$ cat src/rtl/hilo_muldiv_pkg.sv
// Shared definitions for the HI/LO multiply/divide unit: op codes, FSM states, default width.
package hilo_muldiv_pkg;

    localparam int unsigned DATA_W_DEFAULT = 32;

    localparam logic [2:0] OP_MULTU = 3'd0;
    localparam logic [2:0] OP_MULT  = 3'd1;
    localparam logic [2:0] OP_DIVU  = 3'd2;
    localparam logic [2:0] OP_DIV   = 3'd3;
    localparam logic [2:0] OP_MTHI  = 3'd4;
    localparam logic [2:0] OP_MTLO  = 3'd5;

    typedef enum logic [1:0] {
        ST_IDLE = 2'd0,
        ST_RUN  = 2'd1,
        ST_FIX  = 2'd2
    } state_e;

    // Signed variants operate on magnitudes and need a sign fix-up at the end.
    function automatic logic is_signed_op(input logic [2:0] op);
        return (op == OP_MULT) || (op == OP_DIV);
    endfunction

    function automatic logic is_div_op(input logic [2:0] op);
        return (op == OP_DIVU) || (op == OP_DIV);
    endfunction

endpackage

$ cat src/rtl/hilo_muldiv_unit_if.sv
// Request/result bundle between the EX stage and the multiply/divide unit.
interface hilo_muldiv_unit_if
    import hilo_muldiv_pkg::*;
#(
    parameter int unsigned DATA_W = DATA_W_DEFAULT
);

    logic              i_start;
    logic [2:0]        i_op;
    logic [DATA_W-1:0] i_rs_data;
    logic [DATA_W-1:0] i_rt_data;
    logic              o_busy;
    logic              o_done;
    logic [DATA_W-1:0] o_hi;
    logic [DATA_W-1:0] o_lo;

    // Requester side (decode/EX stage or testbench).
    modport master (
        output i_start, i_op, i_rs_data, i_rt_data,
        input  o_busy, o_done, o_hi, o_lo
    );

    // Unit side.
    modport slave (
        input  i_start, i_op, i_rs_data, i_rt_data,
        output o_busy, o_done, o_hi, o_lo
    );

endinterface

$ cat src/rtl/muldiv_iter_core.sv
// One-bit-per-step datapath: shift-add multiply or restoring shift-subtract divide on magnitudes.
// Multiply: acc = {partial_hi, multiplier}, product ends up in acc.
// Divide:   acc = {remainder, dividend->quotient}, remainder/quotient end up in acc halves.
module muldiv_iter_core
    import hilo_muldiv_pkg::*;
#(
    parameter int unsigned DATA_W = DATA_W_DEFAULT
) (
    input  logic              i_clk,
    input  logic              i_rst_n,
    input  logic              i_load,
    input  logic              i_is_div,
    input  logic              i_step,
    input  logic [DATA_W-1:0] i_opa,   // multiplicand or dividend magnitude
    input  logic [DATA_W-1:0] i_opb,   // multiplier or divisor magnitude
    output logic [DATA_W-1:0] o_hi,
    output logic [DATA_W-1:0] o_lo
);

    logic [2*DATA_W-1:0] r_acc;
    logic [DATA_W-1:0]   r_opnd;
    logic                r_is_div;

    logic [DATA_W:0]     w_sum;
    logic [DATA_W:0]     w_rem_sh;
    logic                w_ge;
    logic [DATA_W-1:0]   w_diff;
    logic [2*DATA_W-1:0] w_acc_next;

    // Next accumulator value for one multiply or divide step.
    always_comb begin
        w_sum      = {1'b0, r_acc[2*DATA_W-1:DATA_W]} + {1'b0, (r_acc[0] ? r_opnd : '0)};
        w_rem_sh   = {r_acc[2*DATA_W-1:DATA_W], r_acc[DATA_W-1]};
        w_ge       = (w_rem_sh >= {1'b0, r_opnd});
        // Only used when w_ge, so the true difference always fits in DATA_W bits.
        w_diff     = w_rem_sh[DATA_W-1:0] - r_opnd;
        w_acc_next = r_acc;
        if (r_is_div) begin
            if (w_ge) begin
                w_acc_next = {w_diff, r_acc[DATA_W-2:0], 1'b1};
            end else begin
                w_acc_next = {w_rem_sh[DATA_W-1:0], r_acc[DATA_W-2:0], 1'b0};
            end
        end else begin
            w_acc_next = {w_sum, r_acc[DATA_W-1:1]};
        end
    end

    // Operand load on accept, one iteration per step enable.
    always_ff @(posedge i_clk or negedge i_rst_n) begin
        if (!i_rst_n) begin
            r_acc    <= '0;
            r_opnd   <= '0;
            r_is_div <= 1'b0;
        end else if (i_load) begin
            r_is_div <= i_is_div;
            r_acc    <= {{DATA_W{1'b0}}, (i_is_div ? i_opa : i_opb)};
            r_opnd   <= i_is_div ? i_opb : i_opa;
        end else if (i_step) begin
            r_acc    <= w_acc_next;
        end
    end

    assign o_hi = r_acc[2*DATA_W-1:DATA_W];
    assign o_lo = r_acc[DATA_W-1:0];

endmodule

$ cat src/rtl/hilo_muldiv_unit.sv
// EX-stage multiply/divide unit owning HI/LO: FSM, iteration counter, sign handling, HI/LO regs.
module hilo_muldiv_unit
    import hilo_muldiv_pkg::*;
#(
    parameter int unsigned DATA_W = DATA_W_DEFAULT
) (
    input  logic               i_clk,
    input  logic               i_rst_n,
    hilo_muldiv_unit_if.slave  io_bus
);

    localparam int unsigned CNT_W = (DATA_W > 1) ? $clog2(DATA_W) : 1;

    state_e              r_state;
    logic [CNT_W-1:0]    r_cnt;
    logic                r_is_div;
    logic                r_sign_rs;
    logic                r_sign_rt;
    logic                r_rt_zero;
    logic                r_busy;
    logic                r_done;
    logic [DATA_W-1:0]   r_hi;
    logic [DATA_W-1:0]   r_lo;

    logic                w_accept;
    logic                w_load;
    logic                w_signed;
    logic                w_is_div_in;
    logic                w_rs_neg;
    logic                w_rt_neg;
    logic [DATA_W-1:0]   w_rs_mag;
    logic [DATA_W-1:0]   w_rt_mag;
    logic [DATA_W-1:0]   w_core_hi;
    logic [DATA_W-1:0]   w_core_lo;
    logic [2*DATA_W-1:0] w_prod;
    logic [DATA_W-1:0]   w_fix_hi;
    logic [DATA_W-1:0]   w_fix_lo;

    // Request decode and operand magnitudes for signed ops.
    always_comb begin
        w_accept    = (r_state == ST_IDLE) && io_bus.i_start;
        w_load      = w_accept && (io_bus.i_op <= OP_DIV);
        w_signed    = is_signed_op(io_bus.i_op);
        w_is_div_in = is_div_op(io_bus.i_op);
        w_rs_neg    = w_signed && io_bus.i_rs_data[DATA_W-1];
        w_rt_neg    = w_signed && io_bus.i_rt_data[DATA_W-1];
        w_rs_mag    = w_rs_neg ? -io_bus.i_rs_data : io_bus.i_rs_data;
        w_rt_mag    = w_rt_neg ? -io_bus.i_rt_data : io_bus.i_rt_data;
    end

    muldiv_iter_core #(
        .DATA_W (DATA_W)
    ) u_core (
        .i_clk    (i_clk),
        .i_rst_n  (i_rst_n),
        .i_load   (w_load),
        .i_is_div (w_is_div_in),
        .i_step   (r_state == ST_RUN),
        .i_opa    (w_rs_mag),
        .i_opb    (w_rt_mag),
        .o_hi     (w_core_hi),
        .o_lo     (w_core_lo)
    );

    // Sign correction of the magnitude result. Divide-by-zero keeps the all-ones quotient, and
    // re-signing the remainder then restores the original rs value.
    always_comb begin
        w_prod   = {w_core_hi, w_core_lo};
        w_fix_hi = w_core_hi;
        w_fix_lo = w_core_lo;
        if (r_is_div) begin
            if ((r_sign_rs ^ r_sign_rt) && !r_rt_zero) begin
                w_fix_lo = -w_core_lo;
            end
            if (r_sign_rs) begin
                w_fix_hi = -w_core_hi;
            end
        end else if (r_sign_rs ^ r_sign_rt) begin
            {w_fix_hi, w_fix_lo} = -w_prod;
        end
    end

    // Control FSM with registered busy/done and the architectural HI/LO registers.
    always_ff @(posedge i_clk or negedge i_rst_n) begin
        if (!i_rst_n) begin
            r_state   <= ST_IDLE;
            r_cnt     <= '0;
            r_is_div  <= 1'b0;
            r_sign_rs <= 1'b0;
            r_sign_rt <= 1'b0;
            r_rt_zero <= 1'b0;
            r_busy    <= 1'b0;
            r_done    <= 1'b0;
            r_hi      <= '0;
            r_lo      <= '0;
        end else begin
            r_done <= 1'b0;
            unique case (r_state)
                ST_IDLE: begin
                    if (w_accept) begin
                        case (io_bus.i_op)
                            OP_MULTU, OP_MULT, OP_DIVU, OP_DIV: begin
                                r_is_div  <= w_is_div_in;
                                r_sign_rs <= w_rs_neg;
                                r_sign_rt <= w_rt_neg;
                                r_rt_zero <= (io_bus.i_rt_data == '0);
                                r_cnt     <= '0;
                                r_busy    <= 1'b1;
                                r_state   <= ST_RUN;
                            end
                            OP_MTHI: r_hi <= io_bus.i_rs_data;
                            OP_MTLO: r_lo <= io_bus.i_rs_data;
                            default: ;
                        endcase
                    end
                end
                ST_RUN: begin
                    r_cnt <= r_cnt + 1'b1;
                    if (r_cnt == CNT_W'(DATA_W - 1)) begin
                        r_state <= ST_FIX;
                    end
                end
                ST_FIX: begin
                    r_hi    <= w_fix_hi;
                    r_lo    <= w_fix_lo;
                    r_busy  <= 1'b0;
                    r_done  <= 1'b1;
                    r_state <= ST_IDLE;
                end
                default: r_state <= ST_IDLE;
            endcase
        end
    end

    assign io_bus.o_busy = r_busy;
    assign io_bus.o_done = r_done;
    assign io_bus.o_hi   = r_hi;
    assign io_bus.o_lo   = r_lo;

endmodule

$ cat src/flat_wrapper.sv
// flat-port wrapper written by rule: the top's interface ports become plain ports
module hilo_muldiv_unit_flat import hilo_muldiv_pkg::*;
#(
    parameter int unsigned DATA_W = DATA_W_DEFAULT
)
  (i_clk, i_rst_n, io_bus_i_start, io_bus_i_op, io_bus_i_rs_data, io_bus_i_rt_data, io_bus_o_busy, io_bus_o_done, io_bus_o_hi, io_bus_o_lo);
  hilo_muldiv_unit_if #(.DATA_W(DATA_W)) io_bus_i ();
  input  logic i_clk;
  input  logic i_rst_n;
  input wire logic [$bits(io_bus_i.i_start)-1:0] io_bus_i_start;
  input wire logic [$bits(io_bus_i.i_op)-1:0] io_bus_i_op;
  input wire logic [$bits(io_bus_i.i_rs_data)-1:0] io_bus_i_rs_data;
  input wire logic [$bits(io_bus_i.i_rt_data)-1:0] io_bus_i_rt_data;
  output wire logic [$bits(io_bus_i.o_busy)-1:0] io_bus_o_busy;
  output wire logic [$bits(io_bus_i.o_done)-1:0] io_bus_o_done;
  output wire logic [$bits(io_bus_i.o_hi)-1:0] io_bus_o_hi;
  output wire logic [$bits(io_bus_i.o_lo)-1:0] io_bus_o_lo;
  assign io_bus_i.i_start = io_bus_i_start;
  assign io_bus_i.i_op = io_bus_i_op;
  assign io_bus_i.i_rs_data = io_bus_i_rs_data;
  assign io_bus_i.i_rt_data = io_bus_i_rt_data;
  assign io_bus_o_busy = io_bus_i.o_busy;
  assign io_bus_o_done = io_bus_i.o_done;
  assign io_bus_o_hi = io_bus_i.o_hi;
  assign io_bus_o_lo = io_bus_i.o_lo;
  hilo_muldiv_unit #(.DATA_W(DATA_W)) u_core (.i_clk(i_clk), .i_rst_n(i_rst_n), .io_bus(io_bus_i));
endmodule
$ cat config.mk
export PLATFORM = sky130hd
export DESIGN_NAME = hilo_muldiv_unit_flat
export DESIGN_NICKNAME = d
export VERILOG_FILES = /design/src/rtl/hilo_muldiv_pkg.sv /design/src/rtl/hilo_muldiv_unit_if.sv /design/src/rtl/muldiv_iter_core.sv /design/src/rtl/hilo_muldiv_unit.sv /design/src/flat_wrapper.sv
export SDC_FILE = /design/constraint.sdc
export NUM_CORES = 1
export LEC_CHECK = 0
export ABC_AREA = 1
export BUFFER_PORTS_ARGS = -buffer_cell sky130_fd_sc_hd__clkbuf_2
export CORE_ASPECT_RATIO = 2
export CORE_MARGIN = 1.5
export CORE_UTILIZATION = 63
export DETAILED_ROUTE_END_ITERATION = 8
export PLACE_DENSITY = 0.83
export SETUP_SLACK_MARGIN = 0.02
export SLEW_MARGIN = 40
export SYNTH_ARGS = -nofsm -noshare
export SYNTH_HDL_FRONTEND = slang
export SYNTH_HIERARCHICAL = 1
export SYNTH_SLANG_ARGS = --single-unit
$ cat constraint.sdc
create_clock -name i_clk -period 3.3 [get_ports i_clk]
set_clock_uncertainty 0.05 [all_clocks]
set_input_delay 0.33 -clock i_clk [delete_from_list [all_inputs] [get_ports i_clk]]
set_output_delay 0.33 -clock i_clk [all_outputs]
set_load 0.05 [all_outputs]
==> results by group, run 1 <==
Placement
  • Port buffer count: 135
  • Hpwl dp: 62800 um
  • GPL Wtd Cong: 1.14

Yosys
  • Most frequent cells after synthesis: nand2_1, inv_1, nor2_1
  • Register bit count reported by yosys: 174
  • Post-synth EDFFs: 0
  • Post-synthesis sequential area ratio: 0.241
  • Most frequent cell after synthesis: nand2_1
  • Post-synth ARST share: 1.00
  • Area of the mapped netlist: 18100 sq um
  • Post-Synthesis Net Count: 3176
  • Number of synthesis warnings: 6
  • Cell taking the most area after synthesis: dfrtp_1
  • Post-synth cell types: 57
  • Top FF cell, synth: dfrtp_1
  • Mapped Cells: 3034
  • Post-synth top area share: 0.241
  • Top post-synthesis cells by area: dfrtp_1, nand2_1, inv_1, nor2_1, nand3_1
  • Avg Inst Size Synth: 5.96 sq um

Clock network
  • Num CTS Buffers: 17
  • Postcts setup bufs: 0
  • Clk buf depth: 2
  • Clock Sinks: 174
  • H-Tree Depth: 4
  • CTS root buf: clkbuf_16

Global routing
  • Vias in the first global route: 22.3k
  • Largest net degree at the start of global routing: 88
  • First-pass GRT wire length: 130000 um
  • GRT Total Usage: 0.577
  • Grt total ovfl: 2

Die
  • Starting density of the core: 0.642
  • IO Pins: 136
  • Die X: 123 um
  • Site Rows: 87
  • Die Ht: 243 um

Run status
  • Log Error: [ERROR GRT-0116] Global routing finished with congestion. Check the congestion regions in the DRC Viewer.
  • Status: aborted with a tool error
  • Last stage reached: global routing
## stage by stage
step	hold WS (ps)	instances	instance area (sq um)	setup slack [ps]
floorplan	-15.6	3034	18100	677
global placement	314	3482	19200	178
detailed placement	316	3482	19200	204
CTS	122	3515	19800	170
## logic make-up after synthesis
group,share of synthesized area
buf+inv,0.123
mux,0.00332
flops,0.241
compound gates,0.158
fa+ha+maj,0.0506
xor+xnor,0.0373
simple gates,0.387
## timing repair
action,CTS
gates resized for setup,0
hold endpoints to repair,66
hold buffers,1
## per-layer routing
metal,GRT usage,GRT overflow
met5,0.00868,0
met4,0.623,1
met3,0.251,0
met2,0.840,1
met1,0.571,0
==> inputs of run 2 (changes only) <==
--- a/config.mk
+++ b/config.mk
@@ -7,12 +7,10 @@
 export LEC_CHECK = 0
 export ABC_AREA = 1
 export BUFFER_PORTS_ARGS = -buffer_cell sky130_fd_sc_hd__clkbuf_2
-export CORE_ASPECT_RATIO = 2
 export CORE_MARGIN = 1.5
-export CORE_UTILIZATION = 63
+export CORE_UTILIZATION = 40
 export DETAILED_ROUTE_END_ITERATION = 8
-export PLACE_DENSITY = 0.83
-export SETUP_SLACK_MARGIN = 0.02
+export PLACE_DENSITY_LB_ADDON = 0.15
 export SLEW_MARGIN = 40
 export SYNTH_ARGS = -nofsm -noshare
 export SYNTH_HDL_FRONTEND = slang
==> run 2 against run 1 <==
Effect of this change:
- the run now ends clean
- area after synthesis did not move
- synthesized cell count did not move
==> results by group, run 2 <==
Run status
  • Status: complete, no violations

Layout
  • Max reg flops: 64
  • Share of layout cells above drive strength 1: 0.109
  • Filler instances: 4810
  • Fin nets: 3317
  • Post-route insts no fill: 3781
  • Register area: 4360 sq um
  • Layout overhead on the synthesized area: 12.5%
  • Most common cell after layout, fill and taps aside: nand2_1
  • Biggest register: u_core/u_core/r_acc
  • Most frequent cells in the layout: nand2_1, inv_1, nor2_1, nand3_1, dfrtp_1
  • Final instance area: 20400 sq um
  • Multi-input logic area: 11500 sq um

Clock network
  • H-Tree Depth: 4
  • Reg clk slew, reported paths: 80 ps
  • Num CTS Buffers: 17
  • Clk buf depth: 2
  • CTS root buf: clkbuf_16
  • Skew-Pair Late Insertion Delay: 480 ps
  • Clock Sinks: 174
  • TritonCTS clock tree: built

Die
  • IO Pins: 136
  • Die Ht: 216 um
  • Die area: 46500 sq um
  • Site Rows: 77
  • Total core area: 44400 sq um
  • Starting density of the core: 0.407
  • Die X: 216 um

Worst hold path
  • Hold Path Stages: 3
  • Hold Crit Start: io_bus_i_op[1]
  • Hold WC Path Type: input pin to flip-flop
  • Hold worst-path end: u_core/r_is_div

Pwr
  • Logic pwr share: 0.742
  • Pwr/cell area: 1260 nW/um^2
  • Leakage power: 10.4 nW
  • Pint: 10.1 mW
  • Net Sw Frac: 0.605
  • Max VDD drop: 0.592 mV
  • Sequential Power Share: 0.174
  • Net switching power: 15.5 mW
  • Clock share of power: 0.084

Yosys
  • Most frequent cells after synthesis: nand2_1, inv_1, nor2_1
  • Register bit count reported by yosys: 174
  • Area of the mapped netlist: 18100 sq um
  • Cell taking the most area after synthesis: dfrtp_1
  • Avg Inst Size Synth: 5.96 sq um
  • Post-Synthesis Net Count: 3176
  • Post-synthesis sequential area ratio: 0.241
  • Top FF cell, synth: dfrtp_1
  • Post-synth cell types: 57
  • Post-synth EDFFs: 0
  • Number of synthesis warnings: 6
  • Post-synth ARST share: 1.00
  • Mapped Cells: 3034
  • Most frequent cell after synthesis: nand2_1
  • Top post-synthesis cells by area: dfrtp_1, nand2_1, inv_1, nor2_1, nand3_1
  • Post-synth top area share: 0.241

Routing
  • Drt initial violations: 2520
  • Post-route ant nets: 0
  • Drt pass-1 iters: 6
  • Residual DRC: 0
  • WL per Instance: 21.2 um
  • Via count: 20.8k
  • Vias per cell: 5.50
  • Wirelength, routed: 80200 um

Critical path
  • WP buf/inv: 3
  • Worst reg2reg endpoint: u_core/u_core/r_acc[60]
  • R2R setup slack: 250 ps
  • Worst-path fanout max: 26
  • CP most frequent cell: nand2_1
  • Max incr delay on CP: 520 ps
  • Crit. End Element: flip-flop
  • Kind of critical path: flip-flop to flip-flop
  • CP top delay family: simple AND/OR/NAND/NOR gates
  • Reg2reg path depth: 16
  • Worst Setup Start Kind: flip-flop
  • CP startpoint: u_core/u_core/r_acc[0]
  • Crit path DAT: 3360 ps
  • Critical Path RT: 3620 ps
  • Crit-path slowest cell: dfrtp_1
  • Worst-path cell chain: buf_6 > nand2_1 > inv_1 > ha_1 > nand2_1 > inv_1 > a21oi_1 > nand3_1 > nand2_1 > nand2_1 > nand2_1 > nand2_1 > nand2_1 > nand3_1 > nand3_1 > nand2_1
  • Reg-to-Reg Start: u_core/u_core/r_acc[0]

STA
  • Final count of pins violating max slew: 0
  • Hold Vio Cnt, Final: 0
  • Final period util: 0.923
  • Worst hold slack: 124 ps
  • RSZ-0062 raised after global routing: no
  • Worst-margin pin slew: 761 ps
  • Final setup margin: 255 ps
  • Setup TNS: 0 ps
  • Endpoints failing setup: 0
  • Peak Freq: 328 MHz
  • Min cycle time layout: 3050 ps
  • Slew margin rel.: 0.493

Global routing
  • First-pass GRT wire length: 119000 um
  • Grt total ovfl: 0
  • Vias in the first global route: 18.9k
  • Initial antenna violation count: 1
  • Largest net degree at the start of global routing: 78
  • GRT Total Usage: 0.340

Placement
  • Placed insts: 3746
  • Port buffer count: 135
  • Area post-placement: 19700 sq um
  • Hpwl dp: 66300 um
  • Pre-CTS WS: 219 ps
  • GPL Wtd Cong: 1.01

Job
  • Max-Cap Viols: 0
## run 2: cell counts after synthesis
Identical to the previous run, type by type.
## run 2: worst max-delay path by stage
stage,to,cells after the start
after floorplan,u_core/u_core/r_acc[61],17
after global placement,u_core/u_core/r_acc[44],13
after detailed placement,u_core/u_core/r_acc[60],16
after CTS,u_core/u_core/r_acc[60],16
after global routing,u_core/u_core/r_acc[60],16
final,u_core/u_core/r_acc[60],16
## run 2: power groups by stage
stage	clock, mW	sequential (mW)	combinational, mW
6_report	2.14	4.44	19.0
5_1_grt	2.24	4.51	20.9
4_1_cts	2.18	4.36	18.6
3_5_place_dp	0	4.40	18.5
3_3_place_gp	0	4.36	18.4
2_1_floorplan	0	5.45	11.6
## run 2: what timing repair did
item                                    CTS  global route
resized for setup                         0             1
endpoints found under the hold margin    26             0
hold buffers                              1             0
endpoints found under the setup margin    0             2
setup buffers                             0             0
## run 2: cells by family after synthesis
family | synth area share
buffers and inverters | 0.123
AO/OA/AOI/OAI | 0.158
adder cells (fa/ha/maj) | 0.0506
AND/OR/NAND/NOR | 0.387
multiplexers | 0.00332
flip-flops | 0.241
XOR/XNOR | 0.0373
## run 2: metrics by stage
stage               total power [mW]   util
floorplan                       17.1      -
global placement                22.8  0.444
detailed placement              22.9  0.444
CTS                             25.1  0.458
global route                    27.7  0.458
finish                          25.6  0.458
## run 2: tightest hold or removal path: stages
cell and delay [ps]:
clkbuf_2 100, nand2_1 100, o21ai_0 90
## run 2: layer usage
layer | up-vias | part of all wire | track usage
met1 | 9757 | 0.46 | 0.495
met4 | 0 | 0.031 | 0.114
met3 | 92 | 0.090 | 0.0630
met2 | 919 | 0.42 | 0.502
li1 | 10037 | - | -
met5 | - | 0 | 0
## run 2: layout make-up
class / instances / area share
diodes: 1 / 0.000123
clock buffers: 18 / 0.0216
clock inverters: 14 / 0.00725
inverters: 468 / 0.0865
multi-input cells: 2296 / 0.566
flip-flops and latches: 174 / 0.214
well taps: 592 / 0.0364
repair buffers: 218 / 0.0679
(Power assumes the default switching activity.)
